## config.mk

```make
export PLATFORM = sky130hd
export DESIGN_NAME = hdmi_pattern_gen
export DESIGN_NICKNAME = d
export VERILOG_FILES = /design/src/rtl/hdmi_pattern_gen.sv
export SDC_FILE = /design/constraint.sdc
export NUM_CORES = 1
export LEC_CHECK = 0
export BUFFER_PORTS_ARGS = -buffer_cell sky130_fd_sc_hd__clkbuf_2
export CORE_MARGIN = 8
export CORE_UTILIZATION = 54
export DETAILED_ROUTE_END_ITERATION = 16
export PLACE_DENSITY = 0.88
export SETUP_SLACK_MARGIN = 0.5
export SYNTH_ARGS = -nofsm -noshare
export SYNTH_HDL_FRONTEND = slang
export SYNTH_SLANG_ARGS = --single-unit
```

## constraint.sdc

```tcl
create_clock -name clk_pixel -period 2.95 [get_ports clk_pixel]
set_input_delay 0.4425 -clock clk_pixel [delete_from_list [all_inputs] [get_ports clk_pixel]]
set_output_delay 0.4425 -clock clk_pixel [all_outputs]
set_load 0.1 [all_outputs]
```

## src/rtl/hdmi_pattern_gen.sv

```systemverilog
// hdmi_pattern_gen: test-pattern source feeding the hdmi encoder core.
// Builds rgb from the core's cx/cy counters and screen/frame geometry.
//
// Ports:
//   clk_pixel, reset (async, active-high)
//   cx, cy          current pixel position from the hdmi core
//   screen_width/height, frame_width/height  active and total geometry
//   mode            requested pattern, latched at each frame end
//   rgb             registered pixel colour {R,G,B}, one cycle after cx/cy
//   frame_cnt       completed-frame counter (wraps)
//   mode_active     pattern currently displayed
//
// Optional: define HDMI_PATTERN_GEN_CROSSHAIR_EN to overlay a white
// centre crosshair on the active area in every mode.
module hdmi_pattern_gen #(
    parameter int          BIT_WIDTH  = 11,
    parameter int          BIT_HEIGHT = 10,
    parameter logic [23:0] SOLID_RGB  = 24'hFF0000,
    parameter int          BAR_W      = 160,
    parameter int          BAND_H     = 240,
    parameter int          CHECK_LOG2 = 5,
    parameter int          BOX_SIZE   = 64,
    parameter int          BOX_STEP   = 4
) (
    input  logic                  clk_pixel,
    input  logic                  reset,
    input  logic [BIT_WIDTH-1:0]  cx,
    input  logic [BIT_HEIGHT-1:0] cy,
    input  logic [BIT_WIDTH-1:0]  screen_width,
    input  logic [BIT_HEIGHT-1:0] screen_height,
    input  logic [BIT_WIDTH-1:0]  frame_width,
    input  logic [BIT_HEIGHT-1:0] frame_height,
    input  logic [2:0]            mode,
    output logic [23:0]           rgb,
    output logic [15:0]           frame_cnt,
    output logic [2:0]            mode_active
);

    localparam int BCW = $clog2(BAR_W + 1);
    localparam int WX  = BIT_WIDTH + 1;
    localparam int WY  = BIT_HEIGHT + 1;

    logic [23:0]           rgb_q, rgb_d;
    logic [15:0]           frame_cnt_q, frame_cnt_d;
    logic [2:0]            mode_active_q, mode_active_d;
    logic [BIT_WIDTH-1:0]  box_x_q, box_x_d;
    logic [BIT_HEIGHT-1:0] box_y_q, box_y_d;
    // direction: 0 = increasing, 1 = decreasing
    logic                  dir_x_q, dir_x_d;
    logic                  dir_y_q, dir_y_d;
    logic [BCW-1:0]        bar_cnt_q, bar_cnt_d;
    logic [2:0]            bar_idx_q, bar_idx_d;

    logic                  frame_end;
    logic                  active;
    logic                  in_box;
    logic [WX-1:0]         cx_e, box_x_e, sw_e;
    logic [WY-1:0]         cy_e, box_y_e, sh_e;
    logic [23:0]           bar_rgb;
    logic [23:0]           pat;

    always_comb begin
        frame_end = (cx == frame_width - BIT_WIDTH'(1))
                 && (cy == frame_height - BIT_HEIGHT'(1));
        active    = (cx < screen_width) && (cy < screen_height);

        cx_e    = {1'b0, cx};
        cy_e    = {1'b0, cy};
        box_x_e = {1'b0, box_x_q};
        box_y_e = {1'b0, box_y_q};
        sw_e    = {1'b0, screen_width};
        sh_e    = {1'b0, screen_height};

        in_box = (cx_e >= box_x_e) && (cx_e < box_x_e + WX'(BOX_SIZE))
              && (cy_e >= box_y_e) && (cy_e < box_y_e + WY'(BOX_SIZE));
    end

    // Bar position is taken from the next-state values so that the
    // colour for pixel cx already reflects the bar that pixel falls in.
    always_comb begin
        bar_cnt_d = bar_cnt_q;
        bar_idx_d = bar_idx_q;
        if (cx == '0) begin
            bar_cnt_d = '0;
            bar_idx_d = '0;
        end else if (active) begin
            if (bar_cnt_q == BCW'(BAR_W - 1)) begin
                bar_cnt_d = '0;
                if (bar_idx_q != 3'd7) begin
                    bar_idx_d = bar_idx_q + 3'd1;
                end
            end else begin
                bar_cnt_d = bar_cnt_q + BCW'(1);
            end
        end
    end

    always_comb begin
        bar_rgb = 24'h000000;
        case (bar_idx_d)
            3'd0:    bar_rgb = 24'hFFFFFF;
            3'd1:    bar_rgb = 24'hFFFF00;
            3'd2:    bar_rgb = 24'h00FFFF;
            3'd3:    bar_rgb = 24'h00FF00;
            3'd4:    bar_rgb = 24'hFF00FF;
            3'd5:    bar_rgb = 24'hFF0000;
            3'd6:    bar_rgb = 24'h0000FF;
            default: bar_rgb = 24'h000000;
        endcase
    end

    always_comb begin
        pat = 24'h000000;
        case (mode_active_q)
            3'd0: pat = SOLID_RGB;
            3'd1: pat = bar_rgb;
            3'd2: begin
                if (cy < BIT_HEIGHT'(BAND_H)) begin
                    pat = 24'hFF0000;
                end else if (cy < BIT_HEIGHT'(2 * BAND_H)) begin
                    pat = 24'h00FF00;
                end else begin
                    pat = 24'h0000FF;
                end
            end
            3'd3: begin
                if (cx[CHECK_LOG2] ^ cy[CHECK_LOG2] ^ frame_cnt_q[6]) begin
                    pat = 24'hFFFFFF;
                end
            end
            3'd4: begin
                if (cx == '0) begin
                    pat = 24'hFF0000;
                end else if (cy == '0) begin
                    pat = 24'h00FF00;
                end else if ((cx == screen_width - BIT_WIDTH'(1))
                          || (cy == screen_height - BIT_HEIGHT'(1))) begin
                    pat = 24'h0000FF;
                end
            end
            3'd5:    pat = in_box ? 24'h00FFFF : 24'h202020;
            3'd6:    pat = {cx[7:0], cx[7:0], cx[7:0]};
            default: pat = 24'h000000;
        endcase

        rgb_d = active ? pat : 24'h000000;
`ifdef HDMI_PATTERN_GEN_CROSSHAIR_EN
        if (active && ((cx == (screen_width >> 1))
                    || (cy == (screen_height >> 1)))) begin
            rgb_d = 24'hFFFFFF;
        end
`endif
    end

    // Frame-synchronous state: counter, mode latch and box motion.
    always_comb begin
        frame_cnt_d   = frame_cnt_q;
        mode_active_d = mode_active_q;
        box_x_d       = box_x_q;
        box_y_d       = box_y_q;
        dir_x_d       = dir_x_q;
        dir_y_d       = dir_y_q;
        if (frame_end) begin
            frame_cnt_d   = frame_cnt_q + 16'd1;
            mode_active_d = mode;

            if (!dir_x_q) begin
                if (box_x_e + WX'(BOX_STEP) + WX'(BOX_SIZE) >= sw_e) begin
                    box_x_d = screen_width - BIT_WIDTH'(BOX_SIZE);
                    dir_x_d = 1'b1;
                end else begin
                    box_x_d = box_x_q + BIT_WIDTH'(BOX_STEP);
                end
            end else if (box_x_q < BIT_WIDTH'(BOX_STEP)) begin
                box_x_d = '0;
                dir_x_d = 1'b0;
            end else begin
                box_x_d = box_x_q - BIT_WIDTH'(BOX_STEP);
            end

            if (!dir_y_q) begin
                if (box_y_e + WY'(BOX_STEP) + WY'(BOX_SIZE) >= sh_e) begin
                    box_y_d = screen_height - BIT_HEIGHT'(BOX_SIZE);
                    dir_y_d = 1'b1;
                end else begin
                    box_y_d = box_y_q + BIT_HEIGHT'(BOX_STEP);
                end
            end else if (box_y_q < BIT_HEIGHT'(BOX_STEP)) begin
                box_y_d = '0;
                dir_y_d = 1'b0;
            end else begin
                box_y_d = box_y_q - BIT_HEIGHT'(BOX_STEP);
            end
        end
    end

    always_ff @(posedge clk_pixel or posedge reset) begin
        if (reset) begin
            rgb_q         <= '0;
            frame_cnt_q   <= '0;
            mode_active_q <= '0;
            box_x_q       <= '0;
            box_y_q       <= '0;
            dir_x_q       <= 1'b0;
            dir_y_q       <= 1'b0;
            bar_cnt_q     <= '0;
            bar_idx_q     <= '0;
        end else begin
            rgb_q         <= rgb_d;
            frame_cnt_q   <= frame_cnt_d;
            mode_active_q <= mode_active_d;
            box_x_q       <= box_x_d;
            box_y_q       <= box_y_d;
            dir_x_q       <= dir_x_d;
            dir_y_q       <= dir_y_d;
            bar_cnt_q     <= bar_cnt_d;
            bar_idx_q     <= bar_idx_d;
        end
    end

    assign rgb         = rgb_q;
    assign frame_cnt   = frame_cnt_q;
    assign mode_active = mode_active_q;

endmodule

```

==> results_dict.tcl <==
set metrics [dict create \
    crit_arrival_ns 3.37 \
    synth_top_family_by_area "simple AND/OR/NAND/NOR gates" \
    reg2reg_depth 15 \
    drt_iter0_markers 1558 \
    worst_pin_slew_ns 0.954 \
    ir_worst_vdd_mv 0.268 \
    wire_per_inst_um 26.4 \
    hold_violations 0 \
    grt_overflow 0 \
    synth_area_um2 7690 \
    dp_hpwl_mm 20.1 \
    slew_viol_final 0 \
    status "complete, but fails checks" \
    crit_top_cell "buf_4" \
    ys_seq_area_share_pct 25.1 \
    crit_path_start_kind "register" \
    critPathSlowestCell "dfrtp_2" \
    die_x_um 135 \
    rsz0062_at_grt "true" \
    rr_endpoint "rgb[14]$_DFF_PP0_" \
    clock.fmax_mhz 323 \
    drive_gt1_share_pct 39.2 \
    maxCapViolations 0 \
    areaGrowthSynthToFinish_pct 47.2 \
    ys_warn_count 0 \
    path_cells "buf_4 > buf_4 > nand3_2 > xnor2_2 > ha_1 > o211ai_1 > nand2_1 > nor4bb_4 > buf_4 > a2111oi_4 > nand4_1 > a21oi_2 > nor2b_2 > buf_6 > a21oi_2" \
    critical_path.reg2reg.startpoint "box_x_q[7]$_DFFE_PP0P_" \
    dieArea_um2 18300 \
    worstSetupPathType "register to register" \
    finalPower_mw 3.51 \
    n_fill_cell 690 \
    finish.utilization_pct 81.5 \
    relSlewSlack_pct 36.4 \
    layout_setup_ws_ns -0.149 \
    synthSimpleGateAreaFrac_pct 22.1 \
    die_h_um 135 \
    cts_hold_buf 0 \
    cp.depth 15 \
    yosys.area.top_type "dfrtp_1" \
    yosys.area_share.xor_xnor_pct 12.1 \
    synth_most_common_cell "ha_1" \
    violations "setup timing" \
    vias_per_cell 7.16 \
    leakage_nw 5.12 \
    antenna_found_initial 1 \
    ys_top_cells_by_area "dfrtp_1 25%, ha_1 15%, xnor2_1 8.7%, a21oi_1 4.2%, o21ai_0 3.3%" \
    yosysTopAreaCellShare_pct 25.1 \
    fp.coreArea_um2 13900 \
    nets 1334 \
    cts_tree "yes" \
    crit_required_ns 3.23 \
    cts-buffers-inserted 9 \
    synth_mux_area_share_pct 1.30 \
    grt_max_degree 42 \
    synth.top_cells.by_count "91 x ha_1, 77 x dfrtp_1, 76 x xnor2_1, 66 x nand2_1" \
    grt_pass1_vias 9012 \
    p_per_area_nw_per_um2 310 \
    wirelength_mm 35.9 \
    ant_nets 0 \
    clk_latency_ns 0.36 \
    synth_ff_type "dfrtp_1" \
    cts.sinks 77 \
    htree_levels 3 \
    grt_usage_pct 31.8 \
    ff2ff_setup_slack_ns -0.15 \
    async_flop_share_pct 100 \
    ys_ff_latch 77 \
    root_buffer "clkbuf_16" \
    endpoint_kind "register" \
    grt_pass1_wl_mm 46.8 \
    drc 0 \
    clock_path_buffers 2 \
    synth_cell_types 75 \
    fin_crit_sh_pct 105 \
    initial_core_util_pct 55.4 \
    portBuffers 110 \
    synth_edf_count 0 \
    path_clk_slew_ns 0.07 \
    setup_viol 21 \
    ios 111 \
    critPathTopFamily "compound AO/OA/AOI/OAI gates" \
    vias 9756 \
    hp-class "input port to asynchronous set/reset pin" \
    postSynthCellCount 936 \
    synth_fp_nets 1095 \
    synth_compound_area_share_pct 18.8 \
    fin_crit_ns 3.10 \
    core.rowCount 43 \
    worst-path-buf-inv 4 \
    syn-mean-instance-area_um2 8.22 \
    routabilityCongestion 0.968 \
    cpPeakStageDelay_ns 0.45 \
    synth-adder-area-share_pct 14.8 \
    firstDrtPassIters 12 \
    crit_fanout 7 \
    finClkSkew_ns 0.0145 \
]
[metal layers]
layer	routed length (µm)	vias to the layer above	global-route usage [%]
met5	0	-	0
met4	3280	0	21.5
met3	5060	382	7.60
met2	15900	981	52.3
met1	11700	4489	36.2
li1	-	3904	-
[state kept, by name, summed over array words and instances, names as in the netlist]
register,flops
mode_active,3
bar_cnt_q,8
dir_y_q,1
box_y_q,10
box_x_q,11
frame_cnt,16
rgb,24
bar_idx_q,3
dir_x_q,1
[cell families after synthesis]
family | count (synthesis)
muxes | 10
DFF | 77
AOI/OAI and AO/OA | 224
and+or+nand+nor | 318
xor gates and xnor gates | 105
adders and majority gates | 91
buffers and inverters | 111
[layout make-up]
| cell class | count | area, µm² | share of cell area (%) |
|---|---|---|---|
| Inverter | 67 | 278 | 2.45 |
| Antenna cell | 2 | 5.00 | 0.0442 |
| Timing Repair Buffer | 271 | 2090 | 18.5 |
| Clock buffer | 12 | 256 | 2.27 |
| Sequential cell | 77 | 1930 | 17.0 |
| Tap cell | 180 | 225 | 1.99 |
| Multi-Input combinational cell | 749 | 6450 | 57.0 |
| Clock inverter | 4 | 77.6 | 0.685 |
[metrics by stage]
step	cell area (µm²)	hold slack [ns]	setup TNS (ns)	setup slack [ns]	instances
finish	11300	0.174	-2.09	-0.149	1362
global route	11300	0.233	-4.29	-0.288	1360
CTS	10400	0.185	0	0.0758	1325
detailed placement	9470	0.468	-2.20	-0.163	1287
global placement	9470	0.469	-0.0395	-0.0354	1287
floorplan	8190	0.481	0	0.122	936
[worst max path at each step]
stage / slack [ns] / endpoint / startpoint
2_1_floorplan: 0.12 / box_x_q[6]$_DFFE_PP0P_ / box_x_q[2]$_DFFE_PP0P_
3_3_place_gp: -0.04 / box_y_q[9]$_DFFE_PP0P_ / frame_height[1]
3_5_place_dp: -0.16 / rgb[14]$_DFF_PP0_ / box_x_q[6]$_DFFE_PP0P_
4_1_cts: 0.08 / rgb[14]$_DFF_PP0_ / box_x_q[6]$_DFFE_PP0P_
5_1_grt: -0.29 / mode_active[0]$_DFFE_PP0P_ / frame_height[1]
6_report: -0.15 / rgb[14]$_DFF_PP0_ / box_x_q[7]$_DFFE_PP0P_
[worst register-to-register path: cells and delay by family, from the launching register on]
family | cells | cell delay (ns)
adder cells (fa/ha/maj) | 1 | 0.31
AND/OR/NAND/NOR | 5 | 0.65
buffers and inverters | 4 | 0.57
AO/OA/AOI/OAI | 4 | 0.88
flip-flops | 1 | 0.45
XOR/XNOR | 1 | 0.17
[power by group]
group | internal (mW) | total [mW] | switching (mW)
Combinational | 0.446 | 1.05 | 0.600
Clock | 0.795 | 1.30 | 0.503
Sequential | 1.10 | 1.16 | 0.0558
Total | 2.35 | 3.51 | 1.16
[placed cells by master (no fill, tap or decap), types with 9 or more instances in the layout]
cell / synthesis / final
a21oi_2: 1 / 20
inv_1: 64 / 51
nor3_1: 36 / 22
nand4_1: 17 / 17
o211ai_1: 13 / 13
nor3_4: 1 / 10
a21o_1: 11 / 11
o21ai_1: 2 / 20
buf_4: 1 / 134
ha_4: 0 / 11
ha_1: 91 / 76
buf_6: 2 / 25
and3_1: 14 / 10
nand3_1: 37 / 33
dfrtp_1: 77 / 75
clkbuf_2: 0 / 93
mux2i_1: 10 / 10
nor4_1: 23 / 13
xor2_1: 28 / 26
clkbuf_16: 0 / 12
nor2_4: 0 / 9
o21ai_0: 51 / 24
nor2_1: 57 / 41
xnor2_1: 76 / 68
a21oi_1: 64 / 39
nand2_1: 66 / 63
[what timing repair did]
action,4_1_cts,5_1_grt
resized for setup,83,159
pin swaps,55,68
gates cloned,2,3
setup endpoints to repair,60,71
setup buffers,20,32
No activity file was read; power rests on OpenSTA's default activity.
